$ cat src/rtl/lsu_stage.sv
`default_nettype none
// lsu_stage: memory stage between EXU and WBU; one instruction in flight, one bus access per load/store.
// Rev 1.0 - initial release.
module lsu_stage #(
  parameter int TIMEOUT = 256,
  parameter int CNT_W   = 9
) (
  input  logic        clk,
  input  logic        rst,
  input  logic        in_valid_i,
  output logic        in_ready_o,
  input  logic [31:0] in_pc_target_i,
  input  logic [31:0] in_exu_res_i,
  input  logic        in_reg_wen_i,
  input  logic [4:0]  in_rd_addr_i,
  input  logic        in_mem_en_i,
  input  logic        in_mem_wen_i,
  input  logic [31:0] in_mem_addr_i,
  input  logic [31:0] in_mem_wdata_i,
  input  logic [2:0]  in_funct3_i,
  output logic        req_valid_o,
  input  logic        req_ready_i,
  output logic [31:0] req_addr_o,
  output logic        req_wen_o,
  output logic [31:0] req_wdata_o,
  output logic [3:0]  req_wstrb_o,
  input  logic        rsp_valid_i,
  input  logic [31:0] rsp_rdata_i,
  input  logic        rsp_err_i,
  output logic        out_valid_o,
  input  logic        out_ready_i,
  output logic [31:0] out_wb_data_o,
  output logic        out_reg_wen_o,
  output logic [4:0]  out_rd_addr_o,
  output logic [31:0] out_pc_target_o,
  output logic        out_misalign_o,
  output logic        out_bus_err_o
);

  typedef enum logic [1:0] {
    S_IDLE = 2'd0,
    S_REQ  = 2'd1,
    S_RSP  = 2'd2,
    S_WB   = 2'd3
  } state_t;

  state_t      state_q, state_d;
  logic [31:0] pc_q, pc_d;
  logic [31:0] exu_q, exu_d;
  logic        reg_wen_q, reg_wen_d;
  logic [4:0]  rd_q, rd_d;
  logic        mem_wen_q, mem_wen_d;
  logic [31:0] addr_q, addr_d;
  logic [31:0] wdata_q, wdata_d;
  logic [3:0]  wstrb_q, wstrb_d;
  logic [2:0]  funct3_q, funct3_d;
  logic [31:0] wb_data_q, wb_data_d;
  logic        wb_reg_wen_q, wb_reg_wen_d;
  logic        misalign_q, misalign_d;
  logic        bus_err_q, bus_err_d;
  logic [CNT_W-1:0] cnt_q, cnt_d;

  logic        in_misalign;
  logic [31:0] in_lane_data;
  logic [3:0]  in_lane_strb;
  logic [31:0] rd_shift;
  logic [31:0] load_ext;

  // Unsupported access sizes are folded into the misaligned path.
  always_comb begin
    in_misalign  = 1'b0;
    in_lane_data = in_mem_wdata_i;
    in_lane_strb = 4'b1111;
    case (in_funct3_i)
      3'b000, 3'b100: begin
        in_lane_data = {4{in_mem_wdata_i[7:0]}};
        in_lane_strb = 4'b0001 << in_mem_addr_i[1:0];
      end
      3'b001, 3'b101: begin
        in_misalign  = in_mem_addr_i[0];
        in_lane_data = {2{in_mem_wdata_i[15:0]}};
        in_lane_strb = 4'b0011 << in_mem_addr_i[1:0];
      end
      3'b010: in_misalign = (in_mem_addr_i[1:0] != 2'b00);
      default: in_misalign = 1'b1;
    endcase
  end

  always_comb begin
    rd_shift = rsp_rdata_i >> {addr_q[1:0], 3'b000};
    case (funct3_q)
      3'b000:  load_ext = {{24{rd_shift[7]}}, rd_shift[7:0]};
      3'b100:  load_ext = {24'h0, rd_shift[7:0]};
      3'b001:  load_ext = {{16{rd_shift[15]}}, rd_shift[15:0]};
      3'b101:  load_ext = {16'h0, rd_shift[15:0]};
      default: load_ext = rd_shift;
    endcase
  end

  always_comb begin
    state_d      = state_q;
    pc_d         = pc_q;
    exu_d        = exu_q;
    reg_wen_d    = reg_wen_q;
    rd_d         = rd_q;
    mem_wen_d    = mem_wen_q;
    addr_d       = addr_q;
    wdata_d      = wdata_q;
    wstrb_d      = wstrb_q;
    funct3_d     = funct3_q;
    wb_data_d    = wb_data_q;
    wb_reg_wen_d = wb_reg_wen_q;
    misalign_d   = misalign_q;
    bus_err_d    = bus_err_q;
    cnt_d        = cnt_q;
    case (state_q)
      S_IDLE: begin
        if (in_valid_i) begin
          pc_d       = in_pc_target_i;
          exu_d      = in_exu_res_i;
          reg_wen_d  = in_reg_wen_i;
          rd_d       = in_rd_addr_i;
          mem_wen_d  = in_mem_en_i & in_mem_wen_i;
          addr_d     = in_mem_addr_i;
          funct3_d   = in_funct3_i;
          wdata_d    = in_lane_data;
          wstrb_d    = (in_mem_en_i && in_mem_wen_i) ? in_lane_strb : 4'b0000;
          misalign_d = 1'b0;
          bus_err_d  = 1'b0;
          cnt_d      = '0;
          if (!in_mem_en_i) begin
            wb_data_d    = in_exu_res_i;
            wb_reg_wen_d = in_reg_wen_i;
            state_d      = S_WB;
          end else if (in_misalign) begin
            misalign_d   = 1'b1;
            wb_reg_wen_d = 1'b0;
            wb_data_d    = in_mem_wen_i ? in_exu_res_i : 32'h0;
            state_d      = S_WB;
          end else begin
            wb_reg_wen_d = 1'b0;
            wb_data_d    = 32'h0;
            state_d      = S_REQ;
          end
        end
      end
      S_REQ: begin
        if (req_ready_i) begin
          cnt_d   = '0;
          state_d = S_RSP;
        end
      end
      S_RSP: begin
        cnt_d = cnt_q + CNT_W'(1);
        // A response arriving on the timeout cycle takes priority.
        if (rsp_valid_i) begin
          state_d = S_WB;
          if (rsp_err_i) begin
            bus_err_d    = 1'b1;
            wb_reg_wen_d = 1'b0;
            wb_data_d    = mem_wen_q ? exu_q : 32'h0;
          end else begin
            wb_reg_wen_d = reg_wen_q;
            wb_data_d    = mem_wen_q ? exu_q : load_ext;
          end
        end else if (cnt_q == CNT_W'(TIMEOUT - 1)) begin
          state_d      = S_WB;
          bus_err_d    = 1'b1;
          wb_reg_wen_d = 1'b0;
          wb_data_d    = mem_wen_q ? exu_q : 32'h0;
        end
      end
      S_WB: begin
        if (out_ready_i) state_d = S_IDLE;
      end
      default: state_d = S_IDLE;
    endcase
  end

  always_ff @(posedge clk) begin
    if (!rst) begin
      state_q      <= S_IDLE;
      pc_q         <= '0;
      exu_q        <= '0;
      reg_wen_q    <= 1'b0;
      rd_q         <= '0;
      mem_wen_q    <= 1'b0;
      addr_q       <= '0;
      wdata_q      <= '0;
      wstrb_q      <= '0;
      funct3_q     <= '0;
      wb_data_q    <= '0;
      wb_reg_wen_q <= 1'b0;
      misalign_q   <= 1'b0;
      bus_err_q    <= 1'b0;
      cnt_q        <= '0;
    end else begin
      state_q      <= state_d;
      pc_q         <= pc_d;
      exu_q        <= exu_d;
      reg_wen_q    <= reg_wen_d;
      rd_q         <= rd_d;
      mem_wen_q    <= mem_wen_d;
      addr_q       <= addr_d;
      wdata_q      <= wdata_d;
      wstrb_q      <= wstrb_d;
      funct3_q     <= funct3_d;
      wb_data_q    <= wb_data_d;
      wb_reg_wen_q <= wb_reg_wen_d;
      misalign_q   <= misalign_d;
      bus_err_q    <= bus_err_d;
      cnt_q        <= cnt_d;
    end
  end

  assign in_ready_o      = (state_q == S_IDLE);
  assign req_valid_o     = (state_q == S_REQ);
  assign out_valid_o     = (state_q == S_WB);
  assign req_addr_o      = {addr_q[31:2], 2'b00};
  assign req_wen_o       = mem_wen_q;
  assign req_wdata_o     = wdata_q;
  assign req_wstrb_o     = wstrb_q;
  assign out_wb_data_o   = wb_data_q;
  assign out_reg_wen_o   = wb_reg_wen_q;
  assign out_rd_addr_o   = rd_q;
  assign out_pc_target_o = pc_q;
  assign out_misalign_o  = misalign_q;
  assign out_bus_err_o   = bus_err_q;

endmodule
`default_nettype wire

$ cat config.mk
export PLATFORM = sky130hd
export DESIGN_NAME = lsu_stage
export DESIGN_NICKNAME = d
export VERILOG_FILES = /design/src/rtl/lsu_stage.sv
export SDC_FILE = /design/constraint.sdc
export NUM_CORES = 1
export LEC_CHECK = 0
export BUFFER_PORTS_ARGS = -buffer_cell sky130_fd_sc_hd__clkbuf_2
export CAP_MARGIN = 20
export CORE_ASPECT_RATIO = 0.5
export CORE_UTILIZATION = 54
export CTS_CLUSTER_SIZE = 16
export DETAILED_ROUTE_END_ITERATION = 12
export GPL_TIMING_DRIVEN = 0
export PLACE_DENSITY = 0.86
export SKIP_CTS_REPAIR_TIMING = 1
export SYNTH_ARGS = -nofsm -noshare
export SYNTH_HDL_FRONTEND = slang
export SYNTH_SLANG_ARGS = --single-unit
$ cat constraint.sdc
create_clock -name clk -period 3.7 [get_ports clk]
set_clock_uncertainty 0.1 [all_clocks]
set_input_delay 0.185 -clock clk [delete_from_list [all_inputs] [get_ports clk]]
set_output_delay 0.185 -clock clk [all_outputs]
set_load 0.02 [all_outputs]
==> results of run 1 <==
==> where the power goes <==
group / leakage [nW] / internal (W) / switching (W)
registers: 1.54 / 0.00252 / 0.000306
clock network: 0.262 / 0.000900 / 0.000869
logic: 3.64 / 0.00111 / 0.00217
total: 5.44 / 0.00453 / 0.00335
==> sequential cells by signal, indices dropped and copies added (netlist names), 2 cells and up <==
name and flops:
funct3_q 3, state_q 2, exu_q 32, out_pc_target_o 32, addr_q 32, req_wdata_o 32, out_rd_addr_o 5, out_wb_data_o 32
cnt_q 9, req_wstrb_o 4
==> cell usage in the layout, fill, tap and decap left out, drive strengths merged, types with 3 or more instances in the layout <==
cell type / synthesis / final
dfxtp: 188 / 188
or4: 3 / 3
a221oi: 16 / 16
o31ai: 4 / 4
o21ai: 58 / 58
buf: 48 / 48
o211ai: 3 / 3
ha: 6 / 6
and2: 3 / 3
nor2: 15 / 15
inv: 15 / 22
clkbuf: 71 / 407
nor3b: 3 / 3
o211a: 16 / 16
nand2b: 9 / 9
o32ai: 8 / 8
dlygate4sd3: 0 / 108
nand2: 283 / 283
a211oi: 33 / 33
o21bai: 4 / 4
nor3: 21 / 21
a21boi: 128 / 128
nand3: 16 / 16
mux2i: 49 / 49
nor2b: 4 / 4
clkinvlp: 0 / 3
a21oi: 44 / 44
==> layer usage <==
metal,part of all wire,global-route usage
met1,0.38,0.418
met2,0.47,0.571
met3,0.096,0.0783
met4,0.051,0.159
met5,0,0
==> cell type report <==
class,count,area share
Antenna cell,1,0.000202
Buffer,119,0.0491
Clock buffer,20,0.0361
Clock inverter,12,0.00829
Inverter,15,0.00455
Multi-Input combinational cell,747,0.360
Sequential cell,188,0.304
Tap cell,221,0.0224
Timing Repair Buffer,424,0.215
==> logic make-up (layout without fill, tap and decap cells) <==
group                      Yosys count  in the layout  share of synthesized area
xor gates and xnor gates             3              3                    0.00296
muxes                               50             50                     0.0578
adders and majority gates            6              6                    0.00846
DFF                                188            188                      0.424
buffers and inverters              134            590                     0.0747
other                                1              3                   0.000422
AOI/OAI and AO/OA                  322            322                      0.259
and+or+nand+nor                    364            364                      0.173
==> path summary, 6_finish.rpt <==
path | from | to | cells after the start
worst max-delay path | cnt_q[0] | out_wb_data_o[31] | 9
worst min-delay path | in_mem_wdata_i[6] | req_wdata_o[6] | 3
worst max register to register | cnt_q[0] | out_wb_data_o[31] | 9
worst min register to register | out_pc_target_o[30] | out_pc_target_o[30] | 2
==> worst max-delay path: cells and delay by family, from the launching register on <==
| family | cells | cell delay (ns) |
|---|---|---|
| adders and majority gates | 2 | 0.41 |
| buffers and inverters | 1 | 0.51 |
| AOI/OAI and AO/OA | 2 | 0.46 |
| and+or+nand+nor | 4 | 1.01 |
| DFF | 1 | 0.39 |
==> metrics by stage <==
step	std cells	power, W	util	worst slack [ns]
2_1_floorplan	1069	0.00480	-	1.61
3_3_place_gp	1606	0.00582	0.682	0.981
3_5_place_dp	1606	0.00593	0.682	0.885
4_1_cts	1638	0.00767	0.717	0.861
5_1_grt	1746	0.00822	0.786	0.702
6_report	1747	0.00788	0.786	0.740
==> flow_summary.toml, run 1 <==
[outcome]
status = "finished, violations left"
violations = "negative hold slack"

[layout]
syn_to_final_growth_pct = 39.4
layout-drive-gt1-share = 0.268
multi_input_area_um2 = 4450
nets = 1696
finalInstanceArea_um2 = 12400
fillers = 1056
regArea_um2 = 3760

[sta]
maxSlewHeadroom = 0.367
finalMaxSlewViolations = 0
finalHoldViolCount = 4
setup_tns_ns = 0
tightest_slew_ns = 0.948
setup_viol = 0
finalCriticalPeriod_ns = 2.96
fin_crit_sh = 0.800
rsz0062_at_grt = "false"
max_freq_mhz = 338
hold_slack_ns = -0.0215

[setup_path]
worstPathCellList = "ha_1 > nand3_1 > nor2_1 > ha_1 > nor3b_1 > nor3_2 > clkbuf_1 > o21ai_0 > a211oi_1"
critPathKind = "reg -> reg"
cpMostUsedCell = "ha_1"
worstPathArrival_ns = 3.19
end_kind = "register"
reg2reg_slack_ns = 0.74
required_ns = 3.94
slowest_stage = "nor3_2"
cpPeakStageDelay_ns = 0.74
crit_path_max_fanout = 10
start_kind = "register"

[floorplan]
fp.dieW_um = 183
io_pins = 322
dieArea_um2 = 17000
die_h_um = 92.7
fp-row-count = 32
core_area_um2 = 15700
start_util = 0.564

[routing]
final_antenna_net_count = 0
vias_per_cell = 5.72
wl_mm = 32.5
drcViolationCount = 0
routedWlPerCell_um = 18.6
num_vias = 9998
drt_iter0_drc = 866
firstDrtPassIters = 5

[clock_tree]
clock_sinks = 188
cts-buffers-inserted = 17
root_buffer = "clkbuf_16"
cts_tree = "built"
clk_latency_ns = 0.44
h-tree-depth = 4
path_clk_slew_ns = 0.07
clk_path_buf_depth = 2

[global_routing]
grt_max_degree = 18
grt.overflow.total = 0
grt_pass1_vias = 8820
grt_first_pass_wirelength_mm = 45.2
grt_usage = 0.341
antenna_found_initial = 0

[job]
drv_cap = 0

[power_and_ir_drop]
powerDensity_nw_per_um2 = 637
power_leakage_nw = 5.44
vdd_drop_max_mv = 0.363

[synthesis]
yosysSeqAreaShare = 0.424
synth_warnings = 0
yosys.area.top_type = "dfxtp_1"
synth_edf_count = 0
yosysMostFrequentCell = "nand2_1"
yosys_most_used_dff = "dfxtp_1"
async_flop_share = 0
netlist_instances = 1068
netlist_top_cells_count = "nand2_1, dfxtp_1, a21boi_0"
synth-seq-cells = 188
ys_types = 53
avgSynthCellArea_um2 = 8.31
synthTopCellsByArea = "dfxtp_1, nand2_1, a21boi_0, mux2i_1, o21ai_0"
syn-cell-area_um2 = 8880
synth_top_cell_area_share = 0.424

[place]
numPortBuffers = 316
routabilityCongestion = 0.969
placed_cell_area_um2 = 10700
dpl.hpwl_mm = 22.2

[hold_path]
min_path_type = "in -> reg"
No activity file was read; power rests on OpenSTA's default activity.
==> inputs of run 2 (changes only) <==
--- a/config.mk
+++ b/config.mk
@@ -8,11 +8,11 @@
 export BUFFER_PORTS_ARGS = -buffer_cell sky130_fd_sc_hd__clkbuf_2
 export CAP_MARGIN = 20
 export CORE_ASPECT_RATIO = 0.5
-export CORE_UTILIZATION = 54
+export CORE_UTILIZATION = 45
 export CTS_CLUSTER_SIZE = 16
 export DETAILED_ROUTE_END_ITERATION = 12
 export GPL_TIMING_DRIVEN = 0
-export PLACE_DENSITY = 0.86
+export PLACE_DENSITY = 0.77
 export SKIP_CTS_REPAIR_TIMING = 1
 export SYNTH_ARGS = -nofsm -noshare
 export SYNTH_HDL_FRONTEND = slang
==> constraint.sdc (replaced) <==
create_clock -name clk -period 2.44 [get_ports clk]
set_clock_uncertainty 0.1 [all_clocks]
set_input_delay 0.122 -clock clk [delete_from_list [all_inputs] [get_ports clk]]
set_output_delay 0.122 -clock clk [all_outputs]
set_load 0.02 [all_outputs]
==> flow_summary.toml, run 2 (same netlist as run 1, synthesis figures left out) <==
[global_routing]
grt_first_pass_wirelength_mm = 46.7
grt_pass1_vias = 8873
antenna_found_initial = 0
grt.overflow.total = 0
grt_usage = 0.293
grt_max_degree = 17

[setup_path]
reg2reg_slack_ns = 0.10
worstPathArrival_ns = 2.58
rr_worst_depth = 7
critPathKind = "reg -> reg"
crit_path_max_fanout = 10
start_kind = "register"
r2r-start = "state_q[1]"
end_kind = "register"
required_ns = 2.68
rr_endpoint = "exu_q[23]"

[hold_path]
hold_end = "req_wdata_o[25]"
hold_depth = 5
min_path_type = "in -> reg"
worstHoldStart = "in_mem_wdata_i[25]"

[sta]
tightest_slew_ns = 0.924
setup_tns_ns = 0
setup_viol = 0
finalCriticalPeriod_ns = 2.34
max_freq_mhz = 428
fin_crit_sh = 0.958
finalMaxSlewViolations = 0
finalHoldViolCount = 4
hold_slack_ns = -0.0333
rsz0062_at_grt = "true"
maxSlewHeadroom = 0.382

[floorplan]
fp.dieW_um = 201
core_area_um2 = 18800
io_pins = 322
dieArea_um2 = 20300
start_util = 0.471
fp-row-count = 35
die_h_um = 101

[clock_tree]
cts_tree = "built"
root_buffer = "clkbuf_16"
h-tree-depth = 4
path_clk_slew_ns = 0.07
cts-buffers-inserted = 17
clk_latency_ns = 0.43
clk_path_buf_depth = 2
clock_sinks = 188

[power_and_ir_drop]
vdd_drop_max_mv = 0.533
powerDensity_nw_per_um2 = 948
power_leakage_nw = 5.57
p_total_w = 0.0120

[routing]
routedWlPerCell_um = 18.2
wl_mm = 32.9
final_antenna_net_count = 0
vias_per_cell = 5.42
drt_iter0_drc = 679
num_vias = 9771
firstDrtPassIters = 5
drcViolationCount = 0

[layout]
mostFrequentLayoutCell = "clkbuf_2"
utilization = 0.671
syn_to_final_growth_pct = 42.4
fillers = 1569
final_cell_mix = "clkbuf_2, nand2_1, dfxtp_1"
layout-drive-gt1-share = 0.280
regArea_um2 = 3760
instances_no_fill = 1803
multi_input_area_um2 = 4480
nets = 1715

[job]
drv_cap = 0

[place]
routabilityCongestion = 0.960
dpl.hpwl_mm = 23.3
dpl.cell_count = 1644
numPortBuffers = 316

[outcome]
violations = "negative hold slack"
status = "finished, violations left"
[run 2: changes by cell type in the layout (fill, tap and decap cells not counted), moves of 2 or more]
cell / previous run / this run
a211oi_2: 10 / 13
clkinvlp_4: 3 / 5
clkbuf_8: 1 / 3
inv_8: 2 / 0
clkinv_4: 1 / 3
a211oi_1: 23 / 20
buf_4: 34 / 38
clkbuf_1: 73 / 58
clkbuf_2: 316 / 333
dlygate4sd3_1: 108 / 123
inv_6: 5 / 0
[run 2: power by group]
| group | switching [W] | internal, W | leakage [nW] |
|---|---|---|---|
| clock | 0.00123 | 0.00139 | 0.248 |
| combinational | 0.00331 | 0.00178 | 3.78 |
| sequential | 0.000443 | 0.00383 | 1.54 |
| total | 0.00498 | 0.00700 | 5.57 |
[run 2: worst max-delay path: stages, from the launching register on]
cell and delay [ns]:
dfxtp_1 0.34, inv_1 0.09, ha_1 0.30, and2_1 0.26, clkbuf_2 0.36, clkbuf_1 0.47, nand2_1 0.13, a21boi_0 0.18
[run 2: how the worst max path moves through the flow]
stage | from | to | slack, ns
final | state_q[1] | exu_q[23] | 0.10
after global routing | state_q[0] | addr_q[5] | -0.08
after CTS | state_q[0] | out_wb_data_o[20] | -0.35
after detailed placement | state_q[0] | out_wb_data_o[20] | -0.35
after global placement | state_q[0] | out_wb_data_o[22] | -0.26
after floorplan | state_q[0] | cnt_q[5] | 0.35
[run 2: routing by layer]
| layer | up-vias | GRT usage | wire, um |
|---|---|---|---|
| met5 | - | 0 | 0 |
| met4 | 0 | 0.0922 | 765 |
| met3 | 69 | 0.0624 | 2470 |
| met2 | 448 | 0.494 | 15800 |
| met1 | 4652 | 0.378 | 13900 |
| li1 | 4602 | - | - |
[run 2: cell type report]
| type | instances | area share |
|---|---|---|
| Antenna cell | 1 | 0.000198 |
| Buffer | 119 | 0.0497 |
| Clock buffer | 23 | 0.0378 |
| Clock inverter | 8 | 0.00505 |
| Inverter | 15 | 0.00445 |
| Multi-Input combinational cell | 747 | 0.354 |
| Sequential cell | 188 | 0.298 |
| Tap cell | 259 | 0.0256 |
| Timing Repair Buffer | 443 | 0.225 |
[run 2: per-stage QoR]
step                setup WS (ns)  instance area (um^2)
global route              -0.0838                 12600
finish                      0.103                 12600
CTS                        -0.354                 11300
detailed placement         -0.347                 10800
global placement           -0.263                 10800
floorplan                   0.348                  8880
